File: src/rtl/binoc_pkg.sv
// Shared session states and default timing/width constants for the binocular controller.
// Pure declarations: no latency, no backpressure.
package binoc_pkg;

  typedef enum logic [1:0] {
    IDLE    = 2'd0,
    RUNNING = 2'd1,
    WARN    = 2'd2,
    CLOSING = 2'd3
  } sessState_t;

  localparam int DEF_CLK_HZ         = 10_000_000;
  localparam int DEF_SEC_PER_UNIT   = 6;
  localparam int DEF_CREDIT_W       = 12;
  localparam int DEF_WARN_SEC       = 10;
  localparam int DEF_BLINK_HALF     = 2_500_000;
  localparam int DEF_CLOSE_HOLD_SEC = 2;

  // Shutter is open and credit is being consumed only in these two phases.
  function automatic logic isOpen(input sessState_t s);
    return (s == RUNNING) || (s == WARN);
  endfunction

endpackage

File: src/rtl/tick_divider.sv
// Free-running modulo-DIV counter; tick is high for one clock every DIV enabled clocks.
// Tick is a decode of the registered count (zero latency from the count); no backpressure.
module tick_divider #(
  parameter int DIV = 100
) (
  input  logic CLK_10MHZ,
  input  logic nRST,
  input  logic enable,
  input  logic clear,
  output logic tick
);

  localparam int CW = (DIV > 1) ? $clog2(DIV) : 1;
  localparam logic [CW-1:0] LAST = CW'(DIV - 1);

  logic [CW-1:0] count;

  // Tick must not depend on clear: clear is derived from a state change that the tick may cause.
  assign tick = enable && (count == LAST);

  always_ff @(posedge CLK_10MHZ or negedge nRST) begin
    if (!nRST) begin
      count <= '0;
    end else if (clear) begin
      count <= '0;
    end else if (enable) begin
      count <= (count == LAST) ? '0 : count + CW'(1);
    end
  end

endmodule

File: src/rtl/binoc_session_ctrl.sv
// Turns billAccumed increments into seconds of viewing credit and sequences shutter/lamp.
// Input change to creditSec in 2 clocks, to shutterOpen in 3; no backpressure, every increment is credited.
module binoc_session_ctrl
  import binoc_pkg::*;
#(
  parameter int CLK_HZ         = DEF_CLK_HZ,
  parameter int SEC_PER_UNIT   = DEF_SEC_PER_UNIT,
  parameter int CREDIT_W       = DEF_CREDIT_W,
  parameter int WARN_SEC       = DEF_WARN_SEC,
  parameter int BLINK_HALF     = DEF_BLINK_HALF,
  parameter int CLOSE_HOLD_SEC = DEF_CLOSE_HOLD_SEC
) (
  input  logic                CLK_10MHZ,
  input  logic                nRST,
  input  logic [7:0]          billAccumed,
  output logic                shutterOpen,
  output logic                warnLamp,
  output logic [CREDIT_W-1:0] creditSec,
  output logic                sessionEnd
);

  localparam int ADD_W  = CREDIT_W + 1;
  localparam int SUM_W  = CREDIT_W + 2;
  localparam int HOLD_W = (CLOSE_HOLD_SEC > 1) ? $clog2(CLOSE_HOLD_SEC) : 1;

  localparam logic [CREDIT_W-1:0] CREDIT_MAX = '1;
  localparam logic [ADD_W-1:0]    ADD_MAX    = '1;
  localparam logic [CREDIT_W-1:0] WARN_LIM   = CREDIT_W'(WARN_SEC);
  localparam logic [HOLD_W-1:0]   HOLD_LAST  = HOLD_W'(CLOSE_HOLD_SEC - 1);

  sessState_t state, stateNext;

  logic [7:0]          billQ;
  logic [7:0]          lastSeen;
  logic [7:0]          delta;
  logic                primed;
  logic [31:0]         product;
  logic [ADD_W-1:0]    addCalc;
  logic [ADD_W-1:0]    addQ;
  logic [SUM_W-1:0]    creditSum;
  logic [CREDIT_W-1:0] creditNext;
  logic                dec;
  logic                secTick;
  logic                blinkTick;
  logic                phaseChange;
  logic                shutterNext;
  logic                lampNext;
  logic                endNext;
  logic [HOLD_W-1:0]   holdCnt;

  // Delta stage: mod-256 difference makes a wrapped total (250 -> 4) an ordinary credit.
  assign delta   = billQ - lastSeen;
  assign product = 32'(delta) * 32'(SEC_PER_UNIT);
  assign addCalc = (product > 32'(ADD_MAX)) ? ADD_MAX : product[ADD_W-1:0];

  always_ff @(posedge CLK_10MHZ or negedge nRST) begin
    if (!nRST) begin
      billQ    <= '0;
      lastSeen <= '0;
      primed   <= 1'b0;
      addQ     <= '0;
    end else begin
      billQ <= billAccumed;
      if (!primed) begin
        // Adopt whatever total is already present so it is never paid out.
        lastSeen <= billAccumed;
        primed   <= 1'b1;
        addQ     <= '0;
      end else begin
        lastSeen <= billQ;
        addQ     <= addCalc;
      end
    end
  end

  // Single adder for top-up and per-second consumption; dec only when credit > 0, so no underflow.
  assign dec        = secTick && isOpen(state) && (creditSec != '0);
  assign creditSum  = SUM_W'(creditSec) + SUM_W'(addQ) - SUM_W'(dec);
  assign creditNext = (creditSum > SUM_W'(CREDIT_MAX)) ? CREDIT_MAX : creditSum[CREDIT_W-1:0];

  tick_divider #(.DIV(CLK_HZ)) u_secDiv (
    .CLK_10MHZ (CLK_10MHZ),
    .nRST      (nRST),
    .enable    (state != IDLE),
    .clear     (phaseChange),
    .tick      (secTick)
  );

  tick_divider #(.DIV(BLINK_HALF)) u_blinkDiv (
    .CLK_10MHZ (CLK_10MHZ),
    .nRST      (nRST),
    .enable    (state == WARN),
    .clear     (phaseChange),
    .tick      (blinkTick)
  );

  always_comb begin
    stateNext   = state;
    phaseChange = 1'b0;
    shutterNext = 1'b0;
    lampNext    = 1'b0;
    endNext     = 1'b0;

    unique case (state)
      IDLE: begin
        if (creditSec != '0) stateNext = RUNNING;
      end
      RUNNING: begin
        if (creditSec == '0)           stateNext = CLOSING;
        else if (creditSec <= WARN_LIM) stateNext = WARN;
      end
      WARN: begin
        if (creditSec == '0)          stateNext = CLOSING;
        else if (creditSec > WARN_LIM) stateNext = RUNNING;
      end
      CLOSING: begin
        // New money during the hold reopens at once and abandons the hold.
        if (creditSec != '0)                      stateNext = RUNNING;
        else if (secTick && holdCnt == HOLD_LAST) stateNext = IDLE;
      end
      default: stateNext = IDLE;
    endcase

    phaseChange = (stateNext != state);
    shutterNext = isOpen(stateNext);
    endNext     = phaseChange && (stateNext == CLOSING);
    if (stateNext == WARN) begin
      lampNext = phaseChange ? 1'b1 : (warnLamp ^ blinkTick);
    end
  end

  always_ff @(posedge CLK_10MHZ or negedge nRST) begin
    if (!nRST) begin
      state       <= IDLE;
      creditSec   <= '0;
      shutterOpen <= 1'b0;
      warnLamp    <= 1'b0;
      sessionEnd  <= 1'b0;
      holdCnt     <= '0;
    end else begin
      state       <= stateNext;
      creditSec   <= creditNext;
      shutterOpen <= shutterNext;
      warnLamp    <= lampNext;
      sessionEnd  <= endNext;
      if (phaseChange || state != CLOSING) begin
        holdCnt <= '0;
      end else if (secTick) begin
        holdCnt <= holdCnt + HOLD_W'(1);
      end
    end
  end

endmodule

File: config.mk
export PLATFORM = sky130hd
export DESIGN_NAME = binoc_session_ctrl
export DESIGN_NICKNAME = d
export VERILOG_FILES = /design/src/rtl/binoc_pkg.sv /design/src/rtl/tick_divider.sv /design/src/rtl/binoc_session_ctrl.sv
export SDC_FILE = /design/constraint.sdc
export NUM_CORES = 1
export LEC_CHECK = 0
export ABC_AREA = 1
export CAP_MARGIN = 20
export CORE_UTILIZATION = 58
export CTS_BUF_LIST = sky130_fd_sc_hd__clkbuf_8
export CTS_CLUSTER_DIAMETER = 150
export DETAILED_ROUTE_END_ITERATION = 10
export PLACE_DENSITY = 0.85
export SLEW_MARGIN = 40
export SYNTH_ARGS = -nofsm -noshare
export SYNTH_HDL_FRONTEND = slang
export SYNTH_HIERARCHICAL = 1
export SYNTH_SLANG_ARGS = --single-unit
File: constraint.sdc
create_clock -name CLK_10MHZ -period 2.9 [get_ports CLK_10MHZ]
set_input_delay 0.87 -clock CLK_10MHZ [delete_from_list [all_inputs] [get_ports CLK_10MHZ]]
set_output_delay 0.87 -clock CLK_10MHZ [all_outputs]
set_load 0.01 [all_outputs]
; ---- Yosys cells after proc, flatten, opt, wreduce, memory -nomap -nowiden
; Index checks and enable logic that the tools add are counted.
[totals]
out_inout_bits = 15
input_bits = 10
ff_bits = 94
elab_cells = 72
[classes]
mul = 1
n_eq_ne = 10
magnitude_cmp = 4
n_addsub = 6
reduce_logical = 16
bitwise = 1
mux = 22
[ops]
columns = operator, n
row1 = $mux 24, 3
row2 = $mux 22, 3
row3 = $mux 13, 2
row4 = $add 24x1->24 const B, 1
row5 = $eq 24x24->1 const B, 1
row6 = $add 22x1->22 const B, 1
row7 = $eq 22x22->1 const B, 1
row8 = $add 12x13->14, 1
row9 = $gt 14x12->1 const B, 1
row10 = $mux 2, 7
row11 = $sub 14x1->14, 1
row12 = $gt 11x13->1 const B, 1
row13 = $gt 12x4->1 const B, 1
row14 = $le 12x4->1 const B, 1
row15 = $logic_not 12->1, 1
row16 = $mux 12, 1
row17 = $reduce_bool 12->1, 1
row18 = $mul 8x2->10 const B, 1
row19 = $eq 2x2->1 const B, 4
row20 = $mux 8, 1
row21 = $pmux 2 s4, 1
row22 = $reduce_bool 2->1, 4
row23 = $sub 8x8->8, 1
row24 = $logic_and 1x1->1, 6
row25 = other kinds (8), 14

; ---- Longest topological paths before layout
[depth]
depth_word = 9
depth_mapped = 27
ltp_nobuf = 27

; ---- Modules after synthesis
; Netlist, hierarchy kept.
[by_module_without_submodules]
columns = module, instances, seq_area_each_um2, cells_each, area_each_um2
row1 = binoc_session_ctrl, 1, 1126.1, 383, 3125.5
row2 = tick_divider (u_secDiv), 1, 600.6, 244, 1637.8
row3 = tick_divider (u_blinkDiv), 1, 550.5, 200, 1455.1

; ---- Worst setup path before layout
; No wires, ideal clock.
[synth_path]
path_kind = reg-to-reg
start = register state[0]
end = register u_secDiv.count[4]
path_slack_ns = 0.127
n_path_buf = 1
required_time_ns = 2.780
t_arrival_ns = 2.653
stages_incl_launch_ff = 23
setup_ns = 0.120
period_less_slack_ns = 2.773
cell_sequence = dfrtp_1 inv_1 ha_1 inv_1 inv_1 nor2_1 nand2_1 nand2_1 nand2_1 a21oi_1 nand2_1 nor2_1 nand2_1 nand2_2 nand2_2 nand2_2 nand2_2 nor2_2 inv_2 buf_2 nand2_1 xor2_1 nor2_2
[synth_between]
elab_chain_cells = 8
word_cells_on_any_way = 18
classes_between = eq/ne: 4 / mux: 9 / reduce/logical: 5
[synth_rtl]
columns = item, line
row1 = "start, declared", binoc_session_ctrl.sv:31  ; sessState_t state, stateNext;
row2 = "start signal, assigned", binoc_session_ctrl.sv:141  ; state <= stateNext;
row3 = $reduce_bool 2->1 *, binoc_session_ctrl.sv:84  ; .enable (state != IDLE),
row4 = $logic_and 1x1->1 *, tick_divider.sv:19  ; assign tick = enable && (count == LAST);
row5 = named net secTick, binoc_session_ctrl.sv:43  ; logic secTick;
row6 = $logic_and 1x1->1 *, binoc_session_ctrl.sv:119  ; else if (secTick && holdCnt == HOLD_LAST) stateNext = IDLE;
row7 = $mux 2 *, binoc_session_ctrl.sv:119
row8 = $mux 2 *, binoc_session_ctrl.sv:118  ; if (creditSec != '0) stateNext = RUNNING;
row9 = $pmux 2 s4 *, binoc_session_ctrl.sv:104  ; unique case (state)
row10 = $ne 2x2->1 *, binoc_session_ctrl.sv:124  ; phaseChange = (stateNext != state);
row11 = named net phaseChange, binoc_session_ctrl.sv:45  ; logic phaseChange;
row12 = $mux 24 or $reduce_bool 2->1 (tied branches), --
row13 = "end signal, assigned", tick_divider.sv:27  ; count <= (count == LAST) ? '0 : count + CW'(1);
row14 = "end, declared", tick_divider.sv:16  ; logic [CW-1:0] count;
; The timed path passes the listed nets; every way through them passes the cells marked *.
; A chain may end at the register's enable or synchronous reset.

; ---- Final worst setup path
[layout_path]
start = register u_secDiv.count[16]
end = register u_secDiv.count[12]
[layout_between]
elab_chain_cells = 8
word_cells_on_any_way = 11
classes_between = eq/ne: 2 / mux: 6 / reduce/logical: 3
[layout_rtl]
columns = item, line
row1 = $eq 24x24->1 *, tick_divider.sv:19
row2 = $logic_and 1x1->1 *, tick_divider.sv:19
row3 = named net secTick, binoc_session_ctrl.sv:43
row4 = $logic_and 1x1->1 *, binoc_session_ctrl.sv:119
row5 = $mux 2 *, binoc_session_ctrl.sv:119
row6 = $mux 2 *, binoc_session_ctrl.sv:118
row7 = $pmux 2 s4 *, binoc_session_ctrl.sv:104
row8 = $ne 2x2->1 *, binoc_session_ctrl.sv:124
row9 = named net phaseChange, binoc_session_ctrl.sv:45
row10 = $mux 24 or $reduce_bool 2->1 (tied branches), --
; The timed path passes the listed nets; every way through them passes the cells marked *. The select of a mux whose other input is x is not followed.

==> impl_metrics.toml <==
[clock_network]
cts-root-buf = "clkbuf_8"
cts_buffers = 9
cts_tree = "yes"
clock_path_buffers = 2
worstSkewPairLatency_ps = 380
clk_pin_slew_worst_paths_ps = 100
cts_max_level = 3
cts.sinks = 91
ctsHoldBuffers = 0

[timing]
finalSetupViolations = 0
max_freq_mhz = 351.8
period_needed_ps = 2842
finalWorstSetupSlack_ps = 57.77
finalCritPeriodShare_pct = 98.01
tightest_slew_ps = 632.7
slew_viol_final = 0
hold_violations = 0
clock_skew_ps = 14.31
rsz0062_at_grt = "yes"
max-slew-margin-rel_pct = 57.82

[power]
peakVddDrop_v = 0.0005925
power_density_mw_per_mm2 = 849.8
p_leak_nw = 3.523
finalPower_mw = 6.232

[yosys]
syn-num-nets = 887
yosys_most_used_dff = "dfrtp_1"
synth_top_cell_by_area = "dfrtp_1"
yosysTopAreaCellShare_pct = 36.62
yosysSeqAreaShare_pct = 36.62
synthTopCellsByCount = "nand2_1, inv_1, dfrtp_1"
synth.distinct_cells = 43
async_reset_ff_share_pct = 100.0
yosys_warnings = 6
postSynthAreaPerCell_um2 = 7.519
synth_fa_ha_area_share_pct = 10.42
synth_edf_count = 0
synth_cells = 827
synth-simple-area-share_pct = 30.93
yosysMostFrequentCell = "nand2_1"
synthXorXnorAreaFrac_pct = 4.648
synth-seq-cells = 91
syn-cell-area_mm2 = 0.006218
synth.area.top_cells = "dfrtp_1, nand2_1, ha_1"
synth_top_family_by_area = "simple AND/OR/NAND/NOR gates"
synth_compound_area_share_pct = 7.284
muxShareOfSynthArea_pct = 0

[setup_path]
critPathMaxFanout = 5
r2r-start = "u_secDiv/count[16]$_DFFE_PN0P_"
required_ps = 3170
crit_family = "simple AND/OR/NAND/NOR gates"
worstSetupEndpointType = "register"
path_buf_inv = 1
crit_chain = "nor2_2 > nand3_2 > nor3_4 > nand3_2 > nor2_4 > nand2_1 > nand2_1 > nand2_1 > a21oi_2 > nand2_1 > nor2_1 > nand2_1 > nand2_2 > nand2_2 > nand2_4 > nand2_8 > nor2_4 > buf_4 > nor2_1 > nand2_1 > xor2_1 > nor2_1"
critPathKind = "reg2reg"
cpPeakStageDelay_ps = 410
arrival_ps = 3120
crit_slowest_cell = "dfrtp_1"
crit_top_cell = "nand2_1"
crit_path_start_kind = "register"
startpoint = "u_secDiv/count[16]$_DFFE_PN0P_"

[cells_and_area]
final_cell_area_mm2 = 0.007333
ff_latch_area_mm2 = 0.002277
multi_input_area_mm2 = 0.003562
drive_above_1_share_pct = 17.82
diodes = 0
num-nets-final = 953
area_growth_pct = 17.93
fillers = 794

[place]
gpl.final_weighted_congestion = 0.9129
dp_hpwl_um = 9657
port_buffers = 24
placed_area_mm2 = 0.006790
pre_cts_slack_ps = -26.25

[global_route]
grt_overflow = 0
antenna_found_initial = 0
grt_max_degree = 51
grt_pass1_wl_um = 22800
grt_pass1_vias = 5153
track_usage_pct = 25.41

[floorplan]
core_area_mm2 = 0.01037
fp-row-count = 37
die_area_mm2 = 0.01114
die_height_um = 105.5
die_x_um = 105.5
initial_core_util_pct = 59.97
io_pins = 25

[drt]
drc = 0
detail-route-antenna-nets = 0
drt-initial-drc-count = 356
routedWlPerCell_um = 13.45
firstDrtPassIters = 5
drt-total-wl_um = 13910
vias = 5499
via_per_inst = 5.318

[job]
drv_cap = 0

[hold_path]
hp-class = "in2async"

[run_status]
status = "complete, no violations"
==> logic make-up after synthesis <==
kind of cell | Yosys count
AND/OR/NAND/NOR | 425
buffers and inverters | 151
flip-flops | 91
AO/OA/AOI/OAI | 76
adder cells (fa/ha/maj) | 50
XOR/XNOR | 33
other | 1
==> path summary, 6_finish.rpt <==
kind	endpoint	slack (ps)	cells past startpoint
setup / recovery	u_secDiv/count[12]$_DFFE_PN0P_	60	22
hold / removal	creditSec[9]$_DFF_PN0_	490	1
setup reg to reg	u_secDiv/count[12]$_DFFE_PN0P_	60	22
hold reg to reg	lastSeen[6]$_DFF_PN0_	490	2
max in group asynchronous	lastSeen[5]$_DFF_PN0_	1740	2
min in group CLK_10MHZ	lastSeen[6]$_DFF_PN0_	490	2
==> what timing repair did <==
| action | CTS | global route |
|---|---|---|
| cloned | 0 | 1 |
| resized for setup | 5 | 58 |
| endpoints found under the setup margin | 31 | 60 |
| buffers inserted | 0 | 10 |
| pin swaps | 1 | 25 |
==> routing by layer <==
| metal | up-vias | wire, µm | global-route usage [%] |
|---|---|---|---|
| met5 | - | 0 | 0 |
| met4 | 0 | 269 | 8.730 |
| met3 | 31 | 762 | 4.947 |
| met2 | 181 | 6748 | 41.54 |
| met1 | 2537 | 6127 | 33.86 |
| li1 | 2750 | - | - |
==> power by group <==
| part | switching (mW) | total (mW) | internal, mW |
|---|---|---|---|
| clock network | 0.485 | 0.887 | 0.402 |
| registers | 0.0983 | 1.55 | 1.45 |
| logic | 2.26 | 3.79 | 1.53 |
| total | 2.85 | 6.23 | 3.39 |
==> sequential cells by signal, indices dropped and copies added, names as in the netlist, 2 cells and up <==
name              flops
addQ                 10
u_blinkDiv/count     22
lastSeen              8
billQ                 8
creditSec            12
u_secDiv/count       24
state                 2
==> layout by cell type (no fill, tap or decap), types with 6 or more instances in the layout <==
cell type	n
dfrtp_1	91
clkdlybuf4s50_1	23
nor2_4	10
nor2_1	79
inv_1	132
nand4_1	32
nand3_2	7
inv_2	7
buf_4	38
xor2_1	21
nor2_2	34
o21ai_0	16
nand2_1	192
a21oi_1	26
nor3_1	6
xnor2_1	9
nand3_1	41
nand2_2	13
clkbuf_8	9
a21oi_2	6
ha_1	42
==> through the flow <==
stage                     hold WS [ps]  std cells  setup TNS [ps]  utilization [%]
final                            489.9       1034               0            70.72
after floorplan                  455.3        827               0                -
after global routing             533.0       1034           -5210            70.72
after detailed placement         471.0       1007          -296.8            65.48
after global placement           472.6       1007          -66.99            65.48
after CTS                        496.8       1023               0            67.63
==> area by class of cell <==
cell class                      count  area share, %
Clock buffer                        9          1.689
Clock inverter                      7          1.024
Inverter                          140          7.337
Multi-Input combinational cell    585          48.58
Sequential cell                    91          31.05
Tap cell                          136          2.320
Timing Repair Buffer               65          7.883
Timing Repair inverter              1         0.1194
(Power assumes the default switching activity.)
